**src/rtl/mips_instr_memory_ws_if.sv**
```systemverilog
// Fetch bus between the MIPS instruction port and the wait-state instruction memory.
interface mips_instr_memory_ws_if;
   logic        instr_read;
   logic [31:0] instr_address;
   logic [31:0] instr_readdata;
   logic        instr_valid;
   logic        instr_busy;
   logic        addr_fault;
   logic [31:0] fetch_count;

   modport master (
      output instr_read, instr_address,
      input  instr_readdata, instr_valid, instr_busy, addr_fault, fetch_count
   );

   modport slave (
      input  instr_read, instr_address,
      output instr_readdata, instr_valid, instr_busy, addr_fault, fetch_count
   );
endinterface

```
**src/rtl/mips_instr_memory_ws.sv**
```systemverilog
// Instruction memory with request/valid handshake, wait states, fault/halt mapping and fetch counter.
// Optional backdoor write port enabled by defining MIPS_IMEM_PROG_EN.
//
// state | meaning
// IDLE  | no request outstanding
// WAIT  | request latched, wait counter running down to its terminal count
// RESP  | instr_valid showing for one cycle; a held request is accepted here
module mips_instr_memory_ws #(
   parameter logic [31:0] BASE_ADDR   = 32'hBFC00000,
   parameter int          DEPTH_WORDS = 64,
   parameter int          WAIT_CYCLES = 0,
   parameter string       INIT_FILE   = "",
   parameter bit          BYTE_SWAP   = 1'b1
) (
   input  logic        clk,
   input  logic        reset,
   input  logic        clk_enable,
`ifdef MIPS_IMEM_PROG_EN
   input  logic        prog_we,
   input  logic [15:0] prog_index,
   input  logic [31:0] prog_data,
`endif
   mips_instr_memory_ws_if.slave bus
);

   localparam logic [1:0] IDLE = 2'd0;
   localparam logic [1:0] WAIT = 2'd1;
   localparam logic [1:0] RESP = 2'd2;

   localparam int AW = (DEPTH_WORDS > 1) ? $clog2(DEPTH_WORDS) : 1;

   logic [31:0] mem [DEPTH_WORDS];

   logic [1:0]  state;
   logic [3:0]  cnt;
   logic [31:0] addr_q;
   logic [29:0] word_off;
   logic        halt;
   logic        misaligned;
   logic        out_range;
   logic        fault_c;
   logic [31:0] rd_word;
   logic [31:0] fetch_word;
   logic        accept;

   // Every word starts as NOP at time zero.
   initial begin
      for (int i = 0; i < DEPTH_WORDS; i++) mem[i] = '0;
   end

   // Unsigned subtraction: addresses below the base wrap to a huge index and fault.
   assign word_off   = 30'((addr_q - BASE_ADDR) >> 2);
   assign halt       = (addr_q == 32'h0);
   assign misaligned = (addr_q[1:0] != 2'b00);
   assign out_range  = ({2'b00, word_off} >= 32'(DEPTH_WORDS));
   assign fault_c    = !halt && (misaligned || out_range);
   assign rd_word    = mem[word_off[AW-1:0]];

   always_comb begin
      fetch_word = '0;
      if (!halt && !fault_c) begin
         if (BYTE_SWAP) fetch_word = {rd_word[7:0], rd_word[15:8], rd_word[23:16], rd_word[31:24]};
         else           fetch_word = rd_word;
      end
   end

   assign accept = bus.instr_read && ((state == IDLE) || (state == RESP));

   always_ff @(posedge clk) begin
      if (!reset) begin
         state              <= IDLE;
         cnt                <= '0;
         addr_q             <= '0;
         bus.instr_readdata <= '0;
         bus.instr_valid    <= 1'b0;
         bus.instr_busy     <= 1'b0;
         bus.addr_fault     <= 1'b0;
         bus.fetch_count    <= '0;
      end else if (clk_enable) begin
         bus.instr_valid <= 1'b0;
         bus.addr_fault  <= 1'b0;
         case (state)
            IDLE, RESP: begin
               if (accept) begin
                  addr_q         <= bus.instr_address;
                  cnt            <= 4'(WAIT_CYCLES);
                  bus.instr_busy <= 1'b1;
                  state          <= WAIT;
               end else begin
                  state <= IDLE;
               end
            end
            WAIT: begin
               if (cnt == 4'd0) begin
                  state              <= RESP;
                  bus.instr_busy     <= 1'b0;
                  bus.instr_valid    <= 1'b1;
                  bus.addr_fault     <= fault_c;
                  bus.instr_readdata <= fetch_word;
                  bus.fetch_count    <= bus.fetch_count + 32'd1;
               end else begin
                  cnt <= cnt - 4'd1;
               end
            end
            default: begin
               state          <= IDLE;
               bus.instr_busy <= 1'b0;
            end
         endcase
      end
   end

`ifdef MIPS_IMEM_PROG_EN
   // Nonblocking write: a fetch reading the same word on this edge still sees the old value.
   always_ff @(posedge clk) begin
      if (clk_enable && prog_we && ({16'h0, prog_index} < 32'(DEPTH_WORDS)))
         mem[prog_index[AW-1:0]] <= prog_data;
   end
`endif

endmodule

```
**src/flat_wrapper.sv**
```systemverilog
// flat-port wrapper written by rule: the top's interface ports become plain ports
module mips_instr_memory_ws_flat 
#(
   parameter logic [31:0] BASE_ADDR   = 32'hBFC00000,
   parameter int          DEPTH_WORDS = 64,
   parameter int          WAIT_CYCLES = 0,
   parameter string       INIT_FILE   = "",
   parameter bit          BYTE_SWAP   = 1'b1
)
  (clk, reset, clk_enable, bus_instr_read, bus_instr_address, bus_instr_readdata, bus_instr_valid, bus_instr_busy, bus_addr_fault, bus_fetch_count);
  mips_instr_memory_ws_if bus_i ();
  input  logic clk;
  input  logic reset;
  input  logic clk_enable;
  input wire logic [$bits(bus_i.instr_read)-1:0] bus_instr_read;
  input wire logic [$bits(bus_i.instr_address)-1:0] bus_instr_address;
  output wire logic [$bits(bus_i.instr_readdata)-1:0] bus_instr_readdata;
  output wire logic [$bits(bus_i.instr_valid)-1:0] bus_instr_valid;
  output wire logic [$bits(bus_i.instr_busy)-1:0] bus_instr_busy;
  output wire logic [$bits(bus_i.addr_fault)-1:0] bus_addr_fault;
  output wire logic [$bits(bus_i.fetch_count)-1:0] bus_fetch_count;
  assign bus_i.instr_read = bus_instr_read;
  assign bus_i.instr_address = bus_instr_address;
  assign bus_instr_readdata = bus_i.instr_readdata;
  assign bus_instr_valid = bus_i.instr_valid;
  assign bus_instr_busy = bus_i.instr_busy;
  assign bus_addr_fault = bus_i.addr_fault;
  assign bus_fetch_count = bus_i.fetch_count;
  mips_instr_memory_ws #(.BASE_ADDR(BASE_ADDR), .DEPTH_WORDS(DEPTH_WORDS), .WAIT_CYCLES(WAIT_CYCLES), .INIT_FILE(INIT_FILE), .BYTE_SWAP(BYTE_SWAP)) u_core (.clk(clk), .reset(reset), .clk_enable(clk_enable), .bus(bus_i));
endmodule
```
**config.mk**
```make
export PLATFORM = sky130hd
export DESIGN_NAME = mips_instr_memory_ws_flat
export DESIGN_NICKNAME = d
export VERILOG_FILES = /design/src/rtl/mips_instr_memory_ws_if.sv /design/src/rtl/mips_instr_memory_ws.sv /design/src/flat_wrapper.sv
export SDC_FILE = /design/constraint.sdc
export NUM_CORES = 1
export LEC_CHECK = 0
export BUFFER_PORTS_ARGS = -buffer_cell sky130_fd_sc_hd__clkbuf_2
export CAP_MARGIN = 20
export CORE_UTILIZATION = 44
export CTS_BUF_LIST = sky130_fd_sc_hd__clkbuf_16
export CTS_CLUSTER_DIAMETER = 40
export CTS_CLUSTER_SIZE = 8
export DETAILED_ROUTE_END_ITERATION = 8
export GPL_TIMING_DRIVEN = 0
export PLACE_DENSITY = 0.77
export SLEW_MARGIN = 10
export SYNTH_ARGS = -nofsm -noshare
export SYNTH_HDL_FRONTEND = slang
export SYNTH_SLANG_ARGS = --single-unit
```
**constraint.sdc**
```tcl
create_clock -name clk -period 2.4 [get_ports clk]
set_clock_uncertainty 0.2 [all_clocks]
set_input_delay 0.12 -clock clk [delete_from_list [all_inputs] [get_ports clk]]
set_output_delay 0.12 -clock clk [all_outputs]
set_load 0.01 [all_outputs]
```
==> flow_summary.toml <==
[global_route]
grt_max_degree = 14
grt_pass1_vias = 2992
grt_pass1_wl_mm = 13.3
grt.overflow.total = 0
grt_use_met3 = 0.0637
grtUsageTotal = 0.220
antenna_found_initial = 0
gr-usage-met2 = 0.379
met1_usage = 0.256
grt-busiest-layer = "met2"

[yosys]
yosysSeqAreaShare = 0.439
ys_warn_count = 0
synth_top_flop_cell = "dfxtp_1"
syn-cell-area_um2 = 3330
yosysUniqueCellTypes = 38
async_reset_ff_frac = 0
synth_edf_count = 0
syn_inst = 413
ys_seq_elements = 73
syn_avg_cell_area_um2 = 8.06

[timing]
setup_ws_ns = 0.174
min_period_ns = 2.23
fin_crit_sh = 0.928
setup_viol = 0
fmax_mhz = 449
finalMaxSlewViolations = 0
finalHoldViolCount = 0

[worst_setup_path]
cp.required_ns = 2.40
cp.arrival_ns = 2.23
r2r_setup_slack_ns = 0.17
crit_path_end_kind = "flip-flop"
worstReg2RegEnd = "u_core.bus.fetch_count[14]$_SDFFE_PN0P_"
reg2regPathDepth = 8
criticalPathCategory = "reg2reg"
cp_max_fo = 10
r2r-start = "u_core.cnt[0]$_SDFFE_PN0P_"
worst_setup_path_start_kind = "flip-flop"

[route]
initialDrtViolationCount = 151
firstDrtPassIters = 4
finalWirelength_mm = 8.19
vias = 3298
wire_per_inst_um = 12.4
drc_errors = 0
vias_per_cell = 4.98
antenna_left = 0

[floorplan]
die_area_um2 = 7920
die-height_um = 89.0
coreArea_um2 = 7290
ios = 103
die_w_um = 89.0
rows = 31
initial_core_util = 0.456

[placed_design]
hpwl_mm = 5.55
place.gp.congestion = 0.756
pre_cts_slack_ns = -0.211
io_buffers = 68

[cts]
clock-sinks = 73
h-tree-depth = 3
clock-root-buffer = "clkbuf_16"
clkTransAtPathRegs_ns = 0.06
cts_tree = "built"
clock_latency_ns = 0.33
cts_max_path_buffers = 2
numCtsBuffers = 9

[power_and_ir_drop]
irDropWorstVdd_mv = 0.390
leakage_nw = 1.97
cellPowerDensity_nw_per_um2 = 607
finalPower_mw = 2.77

[run]
drv_cap = 0

[finish]
n_antenna_cell = 0
fill_cells = 621
final_layout_size_suffix_gt1_frac = 0.222
final_cell_mix = "nand2_1, dfxtp_1, clkbuf_2, a21oi_1, buf_4"
seqCellArea_um2 = 1460
layout_commonest_cell = "nand2_1"
area_growth_pct = 37.0
multi_input_area_um2 = 1660
num-nets-final = 598

[run_status]
status = "finished, final reports clean"

[worst_hold_path]
hold_path_end = "u_core.cnt[3]$_SDFFE_PN0P_"
min_from = "clk_enable"
hold_depth = 4
holdCritPathClass = "in2reg"
-- timing repair --
item / CTS / global route
setup endpoints to repair: 8 / 11
gates resized for setup: 3 / 3
buffers inserted: 2 / 1
pin swaps: 1 / 1
endpoints found under the hold margin: 33 / 0
cloned: 0 / 0
hold buffers: 33 / 0
-- flip-flops by register name, indices dropped and copies added (netlist names) --
register and cells:
u_core.state 2, u_core.bus.instr_valid 1, u_core.bus.addr_fault 1, u_core.bus.fetch_count 32, u_core.cnt 4, u_core.bus.instr_busy 1, u_core.addr_q 32
-- cell type report --
class,instances,share of cell area
well taps,99,0.0272
repair buffers,104,0.152
multi-input cells,312,0.365
inverters,8,0.00659
flip-flops and latches,73,0.321
clock buffers,9,0.0494
clock inverters,6,0.0102
plain buffers,51,0.0692
-- routing by layer --
metal	part of all wire	routed length [µm]	vias up
li1	-	-	1647
met1	0.41	3350	1511
met2	0.50	4130	119
met3	0.061	502	21
met4	0.026	212	0
met5	0	0	-
-- stage by stage --
| stage | cells | utilization | TNS (ns) | instance area, µm² | hold slack [ns] |
|---|---|---|---|---|---|
| 2_1_floorplan | 444 | - | 0 | 3440 | 0.0560 |
| 3_3_place_gp | 611 | 0.536 | -0.290 | 3910 | 0.144 |
| 3_5_place_dp | 611 | 0.536 | -0.527 | 3910 | 0.149 |
| 4_1_cts | 661 | 0.623 | 0 | 4540 | 0.0500 |
| 5_1_grt | 662 | 0.625 | -0.0179 | 4560 | 0.105 |
| 6_report | 662 | 0.625 | 0 | 4560 | 0.0551 |
-- report_power, final --
| part | internal, mW | switching, mW |
|---|---|---|
| Combinational | 0.143 | 0.153 |
| Sequential | 1.25 | 0.0237 |
| Clock | 0.696 | 0.506 |
-- cell families (layout without fill, tap and decap cells) --
group | after synthesis | in the layout | share of synthesized area
mux | 2 | 2 | 0.00602
compound gates | 57 | 57 | 0.0951
flops | 73 | 73 | 0.439
simple gates | 196 | 196 | 0.286
other cells | 1 | 32 | 0.00113
xor+xnor | 22 | 22 | 0.0579
fa+ha+maj | 3 | 3 | 0.0113
buf+inv | 59 | 178 | 0.103
-- synthesized netlist by cell type (all sizes together) (3+ instances only) --
cell     n  area share
and3     8       0.015
clkbuf  18       0.020
xor2    20       0.053
o21ai    6      0.0090
nand4   23       0.043
inv      8      0.0090
buf     33       0.074
nor3     6       0.011
or4      4      0.0090
nand2b   3      0.0056
nand2   91        0.10
ha       3       0.011
and4     3      0.0079
a21oi   41       0.062
dfxtp   73        0.44
nor4    11       0.025
nand3    8       0.012
nor2    30       0.034
-- worst max path at each step --
stage	startpoint	end	slack, ns
CTS	u_core.cnt[0]$_SDFFE_PN0P_	u_core.bus.fetch_count[14]$_SDFFE_PN0P_	0.06
global placement	u_core.cnt[0]$_SDFFE_PN0P_	u_core.bus.fetch_count[31]$_SDFFE_PN0P_	-0.11
global route	u_core.cnt[0]$_SDFFE_PN0P_	u_core.bus.fetch_count[26]$_SDFFE_PN0P_	-0.01
finish	u_core.cnt[0]$_SDFFE_PN0P_	u_core.bus.fetch_count[14]$_SDFFE_PN0P_	0.17
floorplan	u_core.cnt[0]$_SDFFE_PN0P_	u_core.bus.fetch_count[31]$_SDFFE_PN0P_	0.16
detailed placement	u_core.cnt[0]$_SDFFE_PN0P_	u_core.bus.fetch_count[21]$_SDFFE_PN0P_	-0.21
-- critical path, cell delays in order, from the launching register on --
cell	delay [ns]
dfxtp_1	0.32
inv_1	0.10
ha_1	0.15
or3b_4	0.43
nor3_4	0.25
clkbuf_4	0.26
nand4_1	0.14
xor2_1	0.19
nor2_1	0.05
(Power assumes the default switching activity.)
